[config.mk]
export PLATFORM = sky130hd
export DESIGN_NAME = ppu_oam_dma
export DESIGN_NICKNAME = d
export VERILOG_FILES = /design/src/rtl/ppu_pkg.sv /design/src/rtl/ppu_oam_dma.sv
export SDC_FILE = /design/constraint.sdc
export NUM_CORES = 1
export LEC_CHECK = 0
export BUFFER_PORTS_ARGS = -buffer_cell sky130_fd_sc_hd__buf_2
export CAP_MARGIN = 20
export CORE_UTILIZATION = 35
export CTS_CLUSTER_SIZE = 12
export DETAILED_ROUTE_END_ITERATION = 10
export GPL_ROUTABILITY_DRIVEN = 0
export PLACE_DENSITY = 0.63
export SYNTH_ARGS = -nofsm -noshare
export SYNTH_HDL_FRONTEND = slang
export SYNTH_SLANG_ARGS = --single-unit
[constraint.sdc]
create_clock -name clk -period 1.8 [get_ports clk]
set_input_delay 0 -clock clk [delete_from_list [all_inputs] [get_ports clk]]
set_output_delay 0 -clock clk [all_outputs]
set_load 0.01 [all_outputs]
[src/rtl/ppu_pkg.sv]
// Shared PPU definitions: sprite-DMA state encoding and OAM DMA constants.
package ppu_pkg;

    typedef enum logic [2:0] {
        IDLE  = 3'd0,
        HALT  = 3'd1,
        ALIGN = 3'd2,
        READ  = 3'd3,
        WRITE = 3'd4,
        DONE  = 3'd5
    } dma_state_t;

    localparam logic [15:0] OAM_DMA_REG = 16'h4014;
    localparam int          OAM_BYTES   = 256;

endpackage

[src/rtl/ppu_oam_dma.sv]
// Sprite DMA sequencer: copies CPU page {P,00}..{P,FF} into OAM starting at OAMADDR.
// Optional macro OAM_DMA_ODD_ALIGN_EN adds the odd-cycle ALIGN dummy cycle.
module ppu_oam_dma
    import ppu_pkg::*;
#(
    parameter logic [15:0] DMA_REG_ADDR = OAM_DMA_REG,
    parameter int          XFER_BYTES   = OAM_BYTES
) (
    input  logic        clk,
    input  logic        rst_n,
    input  logic [15:0] cpu_addr,
    input  logic        cpu_we,
    input  logic [7:0]  cpu_wdata,
    input  logic [7:0]  oam_addr_start,
    input  logic        cpu_odd_cycle,
    input  logic [7:0]  mem_rd_data,
    output logic        cpu_stall,
    output logic        mem_rd_en,
    output logic [15:0] mem_rd_addr,
    output logic        oam_en,
    output logic        oam_rw,
    output logic [5:0]  spr_select,
    output logic [1:0]  byte_select,
    output logic [7:0]  oam_wdata,
    output logic        dma_busy
);

    localparam logic [7:0] LAST_CNT = 8'(XFER_BYTES - 1);

    dma_state_t  r_state;
    logic [7:0]  r_page;
    logic [7:0]  r_ptr;
    logic [7:0]  r_cnt;
    logic        r_stall;
    logic        r_rd_en;
    logic [15:0] r_rd_addr;
    logic        r_oam_en;
    logic [7:0]  r_oam_sel;

    dma_state_t  w_state_nxt;
    logic [7:0]  w_page_nxt;
    logic [7:0]  w_ptr_nxt;
    logic [7:0]  w_cnt_nxt;
    logic        w_trigger;

    assign w_trigger = cpu_we && (cpu_addr == DMA_REG_ADDR);

`ifndef OAM_DMA_ODD_ALIGN_EN
    logic w_unused_odd;
    assign w_unused_odd = cpu_odd_cycle;
`endif

    // Next-state and transfer-counter logic
    always_comb begin
        w_state_nxt = r_state;
        w_page_nxt  = r_page;
        w_ptr_nxt   = r_ptr;
        w_cnt_nxt   = r_cnt;
        case (r_state)
            IDLE: begin
                if (w_trigger) begin
                    w_state_nxt = HALT;
                    w_page_nxt  = cpu_wdata;
                    w_ptr_nxt   = oam_addr_start;
                    w_cnt_nxt   = 8'h00;
                end else begin
                    w_state_nxt = IDLE;
                end
            end
            HALT: begin
`ifdef OAM_DMA_ODD_ALIGN_EN
                if (cpu_odd_cycle) begin
                    w_state_nxt = ALIGN;
                end else begin
                    w_state_nxt = READ;
                end
`else
                w_state_nxt = READ;
`endif
            end
`ifdef OAM_DMA_ODD_ALIGN_EN
            ALIGN: w_state_nxt = READ;
`endif
            READ:  w_state_nxt = WRITE;
            WRITE: begin
                w_ptr_nxt = r_ptr + 8'h01;
                w_cnt_nxt = r_cnt + 8'h01;
                if (r_cnt == LAST_CNT) begin
                    w_state_nxt = DONE;
                end else begin
                    w_state_nxt = READ;
                end
            end
            DONE:    w_state_nxt = IDLE;
            default: w_state_nxt = IDLE;
        endcase
    end

    // State, counters and outputs registered from the next-state decode
    always_ff @(posedge clk) begin
        if (!rst_n) begin
            r_state   <= IDLE;
            r_page    <= 8'h00;
            r_ptr     <= 8'h00;
            r_cnt     <= 8'h00;
            r_stall   <= 1'b0;
            r_rd_en   <= 1'b0;
            r_rd_addr <= 16'h0000;
            r_oam_en  <= 1'b0;
            r_oam_sel <= 8'h00;
        end else begin
            r_state   <= w_state_nxt;
            r_page    <= w_page_nxt;
            r_ptr     <= w_ptr_nxt;
            r_cnt     <= w_cnt_nxt;
            r_stall   <= (w_state_nxt != IDLE);
            r_rd_en   <= (w_state_nxt == READ);
            r_rd_addr <= (w_state_nxt == READ) ? {w_page_nxt, w_cnt_nxt} : 16'h0000;
            r_oam_en  <= (w_state_nxt == WRITE);
            r_oam_sel <= (w_state_nxt == WRITE) ? w_ptr_nxt : 8'h00;
        end
    end

    // Read data arrives the cycle after READ, so it is forwarded straight into OAM
    assign oam_wdata   = (r_state == WRITE) ? mem_rd_data : 8'h00;
    assign cpu_stall   = r_stall;
    assign dma_busy    = r_stall;
    assign mem_rd_en   = r_rd_en;
    assign mem_rd_addr = r_rd_addr;
    assign oam_en      = r_oam_en;
    assign oam_rw      = 1'b0;
    assign spr_select  = r_oam_sel[7:2];
    assign byte_select = r_oam_sel[1:0];

endmodule

==> results.md, run 1 <==
- Status: finished clean
- Startpoint class of the critical path: register
- P_sw: 481.8 uW
- Register bit total from synthesis: 54
- Crit path largest cell delay: 0.44 ns
- Number of synthesized flops with an enable pin: 0
- Synth Warn #: 0
- Longest Clk Path Bufs: 2
- Hold WC Path Type: in2reg
- Gr ovfl total: 0
- All-Layer GR Usage: 0.1765
- TritonRoute pass-1 iters: 4
- Clk_lat worst skew: 0.32 ns
- Synth-to-Final Area Change: 33.04%
- Leak: 0.001273 uW
- Unique masters post-synth: 48
- Clk sinks: 54
- Initial antenna violation count: 0
- # setup viols final: 0
- Die ar.: 0.006928 mm2
- Max_cap viols: 0
- Top Ports: 81
- Post-synthesis xor/xnor area fraction: 0.007584
- Unrepaired setup endpoints after global routing: false
- Antenna Nets Post-Route: 0
- Antenna cells: 0
- Post-route DRC violation count: 0
- Clock transition at the registers of the reported paths: 0.11 ns
- Vias in the first global route: 2174
- Gate power share: 0.047
- FFs w/ async S/R, synth: 0
- Root buffer cell: clkbuf_8
- Fin. Hold Viols: 0
- HPWL Detailed: 4180 um
- Register area share after synthesis: 0.4680
- Bufs and invs on worst path: 1
- VDD IR max: 0.3863 mV
- Power Dens Cells: 658.5 mW/mm2
- Period utilization: 0.9239
- First-pass GRT wire length: 9915 um
- Internal power: 1542 uW
- Layout Nets: 405
- CP max FO: 9
- Setup Crit Path Kind: reg2reg
- Hold slack: 0.001402 ns
- Post-layout min period: 1.663 ns
- Synth Area in Compound Gates: 0.2335
- Max-slew violations: 0
- CP Cell Sequence: or3b_1 -> buf_4 -> o31a_1 -> o21ai_0 -> a21oi_1
- DIE WIDTH: 83.24 um
- Drt total wl: 6013 um
- Clock Power Share: 0.361
- CP max-delay cell: or3b_1
- Die height: 83.24 um
- Crit path capture type: register
- Vias per inst: 5.162
- Post-Synthesis Cells: 262
- CTS tree: done
- Via count: 2256
- DR WL/cell: 13.76 um
- H-tree depth: 2
- Adder-Cell Fraction of Synth Area: 0.01083
- Post-synthesis mux area share: 0.01842
- Row cnt: 29
- Cell family with most CP delay: compound AO/OA/AOI/OAI gates
- Switching Fraction: 0.2381
- Net Count, Synth: 308
- Avg Synthesized Cell Area: 8.816 um2
- Main combinational cell family by area after synthesis: compound AO/OA/AOI/OAI gates
- Setup TNS: 0 ns
- Layout cells sized above 1: 0.3167
- Reg power frac: 0.593
- Simple-gate portion of the synthesized area: 0.2059
- Input/output buffers: 78
- Mapped Area: 0.002310 mm2
- Required time of the critical path: 2.01 ns
- Pin count of the biggest net entering global routing: 20
- Achievable frequency: 601.3 MHz
- Inserted Clock Buffers: 5
- Worst path arrival time: 1.87 ns
- Placeable Area: 0.006350 mm2
- Ys flop type: dfxtp_1
- Number of DRC markers in iteration 0: 102
- Initial Util: 0.3637
- Setup Skew: 0.01400 ns
- Postcts setup bufs: 0
[logic make-up after synthesis]
group / Yosys count
adders and majority gates: 2
muxes: 4
other: 1
DFF: 54
buffers and inverters: 27
xor gates and xnor gates: 2
and+or+nand+nor: 82
AOI/OAI and AO/OA: 90
[synthesized netlist by cell type (3+ instances only)]
library cell  count  area share
a211oi_1          3      0.0098
o211ai_1          4       0.013
and2_1           12       0.033
a41oi_1           3       0.011
and4_1            3       0.011
a21oi_1          37       0.080
nor3_1           11       0.024
nor2_1           11       0.018
buf_2             7       0.015
nand4_1          12       0.033
nand3_1           6       0.013
nor4_1            3      0.0081
buf_4             4       0.013
inv_1             8       0.013
a31oi_1           9       0.024
clkbuf_1          8       0.013
nand2_1           8       0.013
dfxtp_1          54        0.47
o21ai_0          20       0.043
[metrics by stage]
| step | cells | utilization | area [um2] | setup slack [ns] | total power [uW] |
|---|---|---|---|---|---|
| finish | 437 | 0.4839 | 3073 | 0.1370 | 2024 |
| global route | 437 | 0.4839 | 3073 | 0.02608 | 2119 |
| CTS | 437 | 0.4830 | 3067 | 0.07199 | 2046 |
| detailed placement | 420 | 0.4534 | 2879 | 0.1963 | 1306 |
| global placement | 420 | 0.4534 | 2879 | 0.2236 | 1305 |
| floorplan | 262 | - | 2310 | 0.2371 | 1253 |
[routing by layer]
layer  track usage  vias to the layer above  share of wire
met5             0                        -              0
met1        0.2192                     1016           0.46
met2        0.2936                       69           0.46
met4       0.07210                        0          0.022
met3       0.04175                       11          0.054
li1              -                     1160              -
[area by class of cell]
| cell class | instances | area, um2 |
|---|---|---|
| fill | 605 | 3277 |
| multi-input combinational | 181 | 1110 |
| sequential | 54 | 1081 |
| timing repair buffer | 109 | 658.1 |
| tap | 77 | 96.34 |
| clock buffer | 5 | 68.82 |
| inverter | 8 | 30.03 |
| clock inverter | 3 | 28.78 |
[worst min-delay path: stages]
cell and delay [ns]:
buf_2 0.10, nand4_1 0.08, a31oi_1 0.08
[layout by cell type, fill, tap and decap left out, types with 4 or more instances in the layout]
cell type and n:
a21oi_1 37, a31oi_1 9, and2_1 12, buf_2 78
buf_4 21, clkbuf_8 5, dfxtp_1 54, dlygate4sd3_1 9
inv_1 8, nand2_1 8, nand3_1 6, nand4_1 12
nor2_1 11, nor3_1 11, o211ai_1 4, o21ai_0 20
[path summary, 6_finish.rpt]
kind | end | cells past startpoint | from | slack [ns]
max | r_oam_sel[7]$_SDFF_PN0_ | 5 | r_state[2]$_SDFF_PN0_ | 0.14
min | r_ptr[4]$_SDFF_PN0_ | 3 | oam_addr_start[4] | 0.001
max reg2reg | r_oam_sel[7]$_SDFF_PN0_ | 5 | r_state[2]$_SDFF_PN0_ | 0.14
min reg2reg | mem_rd_addr[11]$_SDFF_PN0_ | 2 | r_page[3]$_SDFF_PN0_ | 0.49
[power by group through the flow]
stage / Combinational [uW] / Clock, uW / Sequential [uW]
global placement: 78.4 / 0 / 1230
floorplan: 27.3 / 0 / 1230
CTS: 94.3 / 752 / 1200
finish: 95.0 / 730 / 1200
detailed placement: 79.3 / 0 / 1230
global route: 104 / 815 / 1200
[state kept, by name, indices dropped and copies added, names as in the netlist]
name,flops
r_oam_sel,8
mem_rd_en,1
cpu_stall,1
oam_en,1
r_state,3
r_cnt,8
mem_rd_addr,16
r_page,8
r_ptr,8
[what timing repair did]
action | CTS | global route
hold endpoints to repair | 17 | 0
gates resized for setup | 0 | 1
hold buffers | 9 | 0
setup endpoints to repair | 0 | 8
Note: power is estimated with default switching activity, not from simulation.
==> run 2, diff against run 1 <==
- CORE_UTILIZATION: 35 -> 45
- PLACE_DENSITY: 0.63 -> 0.77
- clock period: 1.8 -> 2.2 ns (I/O delays scaled with it)
==> run 2 against run 1 <==
  * Sequential share of layout area is 1.3 points higher
  * Utilization is 13 points higher
  * Flip-flop and latch count stayed put
  * Final area is 3.5% lower
  * Critical path type unchanged
  * Largest cell class unchanged
  * Largest power group unchanged
==> results.md, run 2 (same netlist as run 1, synthesis figures left out) <==
- Status: finished clean
- Clock Power Share: 0.358 (-0.003)
- Longest Clk Path Bufs: 2 (unchanged)
- Antenna cells: 0 (unchanged)
- Drt total wl: 5494 um (-8.6%)
- Gr ovfl total: 0 (unchanged)
- CP max FO: 14 (+5)
- Required time of the critical path: 2.41 ns (+0.40 ns)
- Vias per inst: 5.494 (+6.4%)
- Max-slew violations: 0 (unchanged)
- Pin count of the biggest net entering global routing: 24 (+20%)
- Initial Util: 0.4795 (+0.1157)
- CP max-delay cell: o21ai_0
- Startpoint class of the critical path: register
- Die ar.: 0.005423 mm2 (-22%)
- Antenna Nets Post-Route: 0 (unchanged)
- Row cnt: 25 (-14%)
- Post-route DRC violation count: 0 (unchanged)
- Internal power: 1262 uW (-18%)
- Root buffer cell: clkbuf_8
- # setup viols final: 0 (unchanged)
- Initial antenna violation count: 0 (unchanged)
- Clk_lat worst skew: 0.31 ns (about the same)
- Layout cells sized above 1: 0.2943 (-0.02238)
- Place WS: 0.3715 ns (+0.1752 ns)
- Largest register FFs: 16 (unchanged)
- DIE WIDTH: 73.64 um (-12%)
- Max_cap viols: 0 (unchanged)
- Number of DRC markers in iteration 0: 183 (+79%)
- Period utilization: 0.8465 (-0.07732)
- Reg power frac: 0.595 (+0.002)
- Unrepaired setup endpoints after global routing: false
- Post-CTS sizing: 0 (unchanged)
- Final Non-Filler Cells: 417 (-4.6%)
- Vias in the first global route: 2084 (-4.1%)
- Commonest cells after routing, fill and taps aside: 78 x buf_2, 54 x dfxtp_1, 37 x a21oi_1
- Power Dens Cells: 555.7 mW/mm2 (-16%)
- Worst slew pin tran: 0.6467 ns
- Leading cell type in the layout, fill and taps excluded: buf_2
- DR WL/cell: 13.18 um (-4.2%)
- Switching Fraction: 0.2347 (-0.003397)
- CTS tree: done
- Clock transition at the registers of the reported paths: 0.10 ns (about the same)
- H-tree depth: 2 (unchanged)
- Placed cell count: 399 (-5.0%)
- Inserted Clock Buffers: 5 (unchanged)
- Top Ports: 81 (unchanged)
- Layout Nets: 395 (-2.5%)
- Fill cells: 442 (-27%)
- Clk sinks: 54 (unchanged)
- Postcts setup bufs: 0 (unchanged)
- Worst path arrival time: 2.07 ns (+0.20 ns)
- HPWL Detailed: 3794 um (-9.2%)
- Crit path capture type: register
- P_sw: 386.8 uW (-20%)
- CP Cell Sequence: nor3_1 -> nand3_1 -> o21ai_0 -> nor2_1
- Final Cell Area: 0.002967 mm2 (-3.5%)
- Post-DP Area: 0.002771 mm2 (-3.7%)
- Hold WC Path Type: in2reg
- Post-layout min period: 1.862 ns (+0.1994 ns)
- Utilization after layout: 0.6158 (+0.1319)
- Via count: 2291 (+1.6%)
- TritonRoute pass-1 iters: 4 (unchanged)
- Gate power share: 0.047 (about the same)
- Achievable frequency: 536.9 MHz (-11%)
- Setup Crit Path Kind: reg2reg
- Die height: 73.64 um (-12%)
- All-Layer GR Usage: 0.2193 (+0.04271)
- Setup TNS: 0 ns (unchanged)
- Relative slew slack: 0.5656
- Setup Skew: 0.006055 ns (-0.007942 ns)
- Leak: 0.001225 uW (-3.8%)
- Fin. Hold Viols: 0 (unchanged)
- Placeable Area: 0.004817 mm2 (-24%)
- VDD IR max: 0.3926 mV (+1.6%)
- First-pass GRT wire length: 9121 um (-8.0%)
- Final worst slack: 0.3376 ns (+0.2006 ns)
- Input/output buffers: 78 (unchanged)
- Synth-to-Final Area Change: 28.44%
- Crit path largest cell delay: 0.46 ns (+0.02 ns)
[run 2: cell count changes in the layout (fill, tap and decap cells not counted)]
cell / previous run / this run
buf_12: 1 / 0
inv_8: 1 / 0
inv_6: 0 / 3
clkinv_4: 2 / 0
nor3b_2: 0 / 1
dlygate4sd3_1: 9 / 10
buf_4: 21 / 11
nor3b_4: 1 / 0
[run 2: critical path, delay by kind of cell (launching register included)]
kind,cells,cell delay [ns]
AOI/OAI and AO/OA,1,0.46
and+or+nand+nor,3,0.85
DFF,1,0.44
[run 2: cell type report]
class	instances	area, um2	area share
timing repair buffer	99	573.1	0.1932
clock buffer	5	68.82	0.02320
sequential	54	1081	0.3644
multi-input combinational	181	1104	0.3720
clock inverter	3	26.28	0.008857
inverter	8	30.03	0.01012
tap	67	83.83	0.02826
[run 2: through the flow]
| step | total power (uW) | hold WS, ns |
|---|---|---|
| after global placement | 1065 | 0.2843 |
| after global routing | 1704 | 0.01994 |
| after detailed placement | 1066 | 0.2844 |
| final | 1648 | 0.02253 |
| after floorplan | 1025 | 0.1314 |
| after CTS | 1668 | 0.009233 |
[run 2: metal layers]
layer,wire (um),track usage,vias to the layer above
met1,2430,0.2630,1053
met2,2621,0.3598,81
met5,0,0,-
met4,99,0.09402,0
met3,342,0.06996,14
li1,-,-,1143
[run 2: final timing paths]
check | start | endpoint | slack (ns) | cells after the start
worst min-delay path | oam_addr_start[1] | r_ptr[1]$_SDFF_PN0_ | 0.02 | 3
worst max register to register | r_state[1]$_SDFF_PN0_ | r_cnt[2]$_SDFF_PN0_ | 0.34 | 4
worst min register to register | r_page[2]$_SDFF_PN0_ | mem_rd_addr[10]$_SDFF_PN0_ | 0.51 | 2
worst max-delay path | r_state[1]$_SDFF_PN0_ | r_cnt[2]$_SDFF_PN0_ | 0.34 | 4
[run 2: power by group through the flow]
stage	Clock, uW	Combinational (uW)	Sequential (uW)
after floorplan	0	22.4	1000
after global placement	0	61.7	1000
after detailed placement	0	62.5	1000
after CTS	610	76.6	981
after global routing	638	84.7	981
final	590	77.1	981
[run 2: what timing repair did]
action	CTS	global route
setup endpoints to repair	0	0
hold endpoints to repair	17	0
hold buffers	10	0
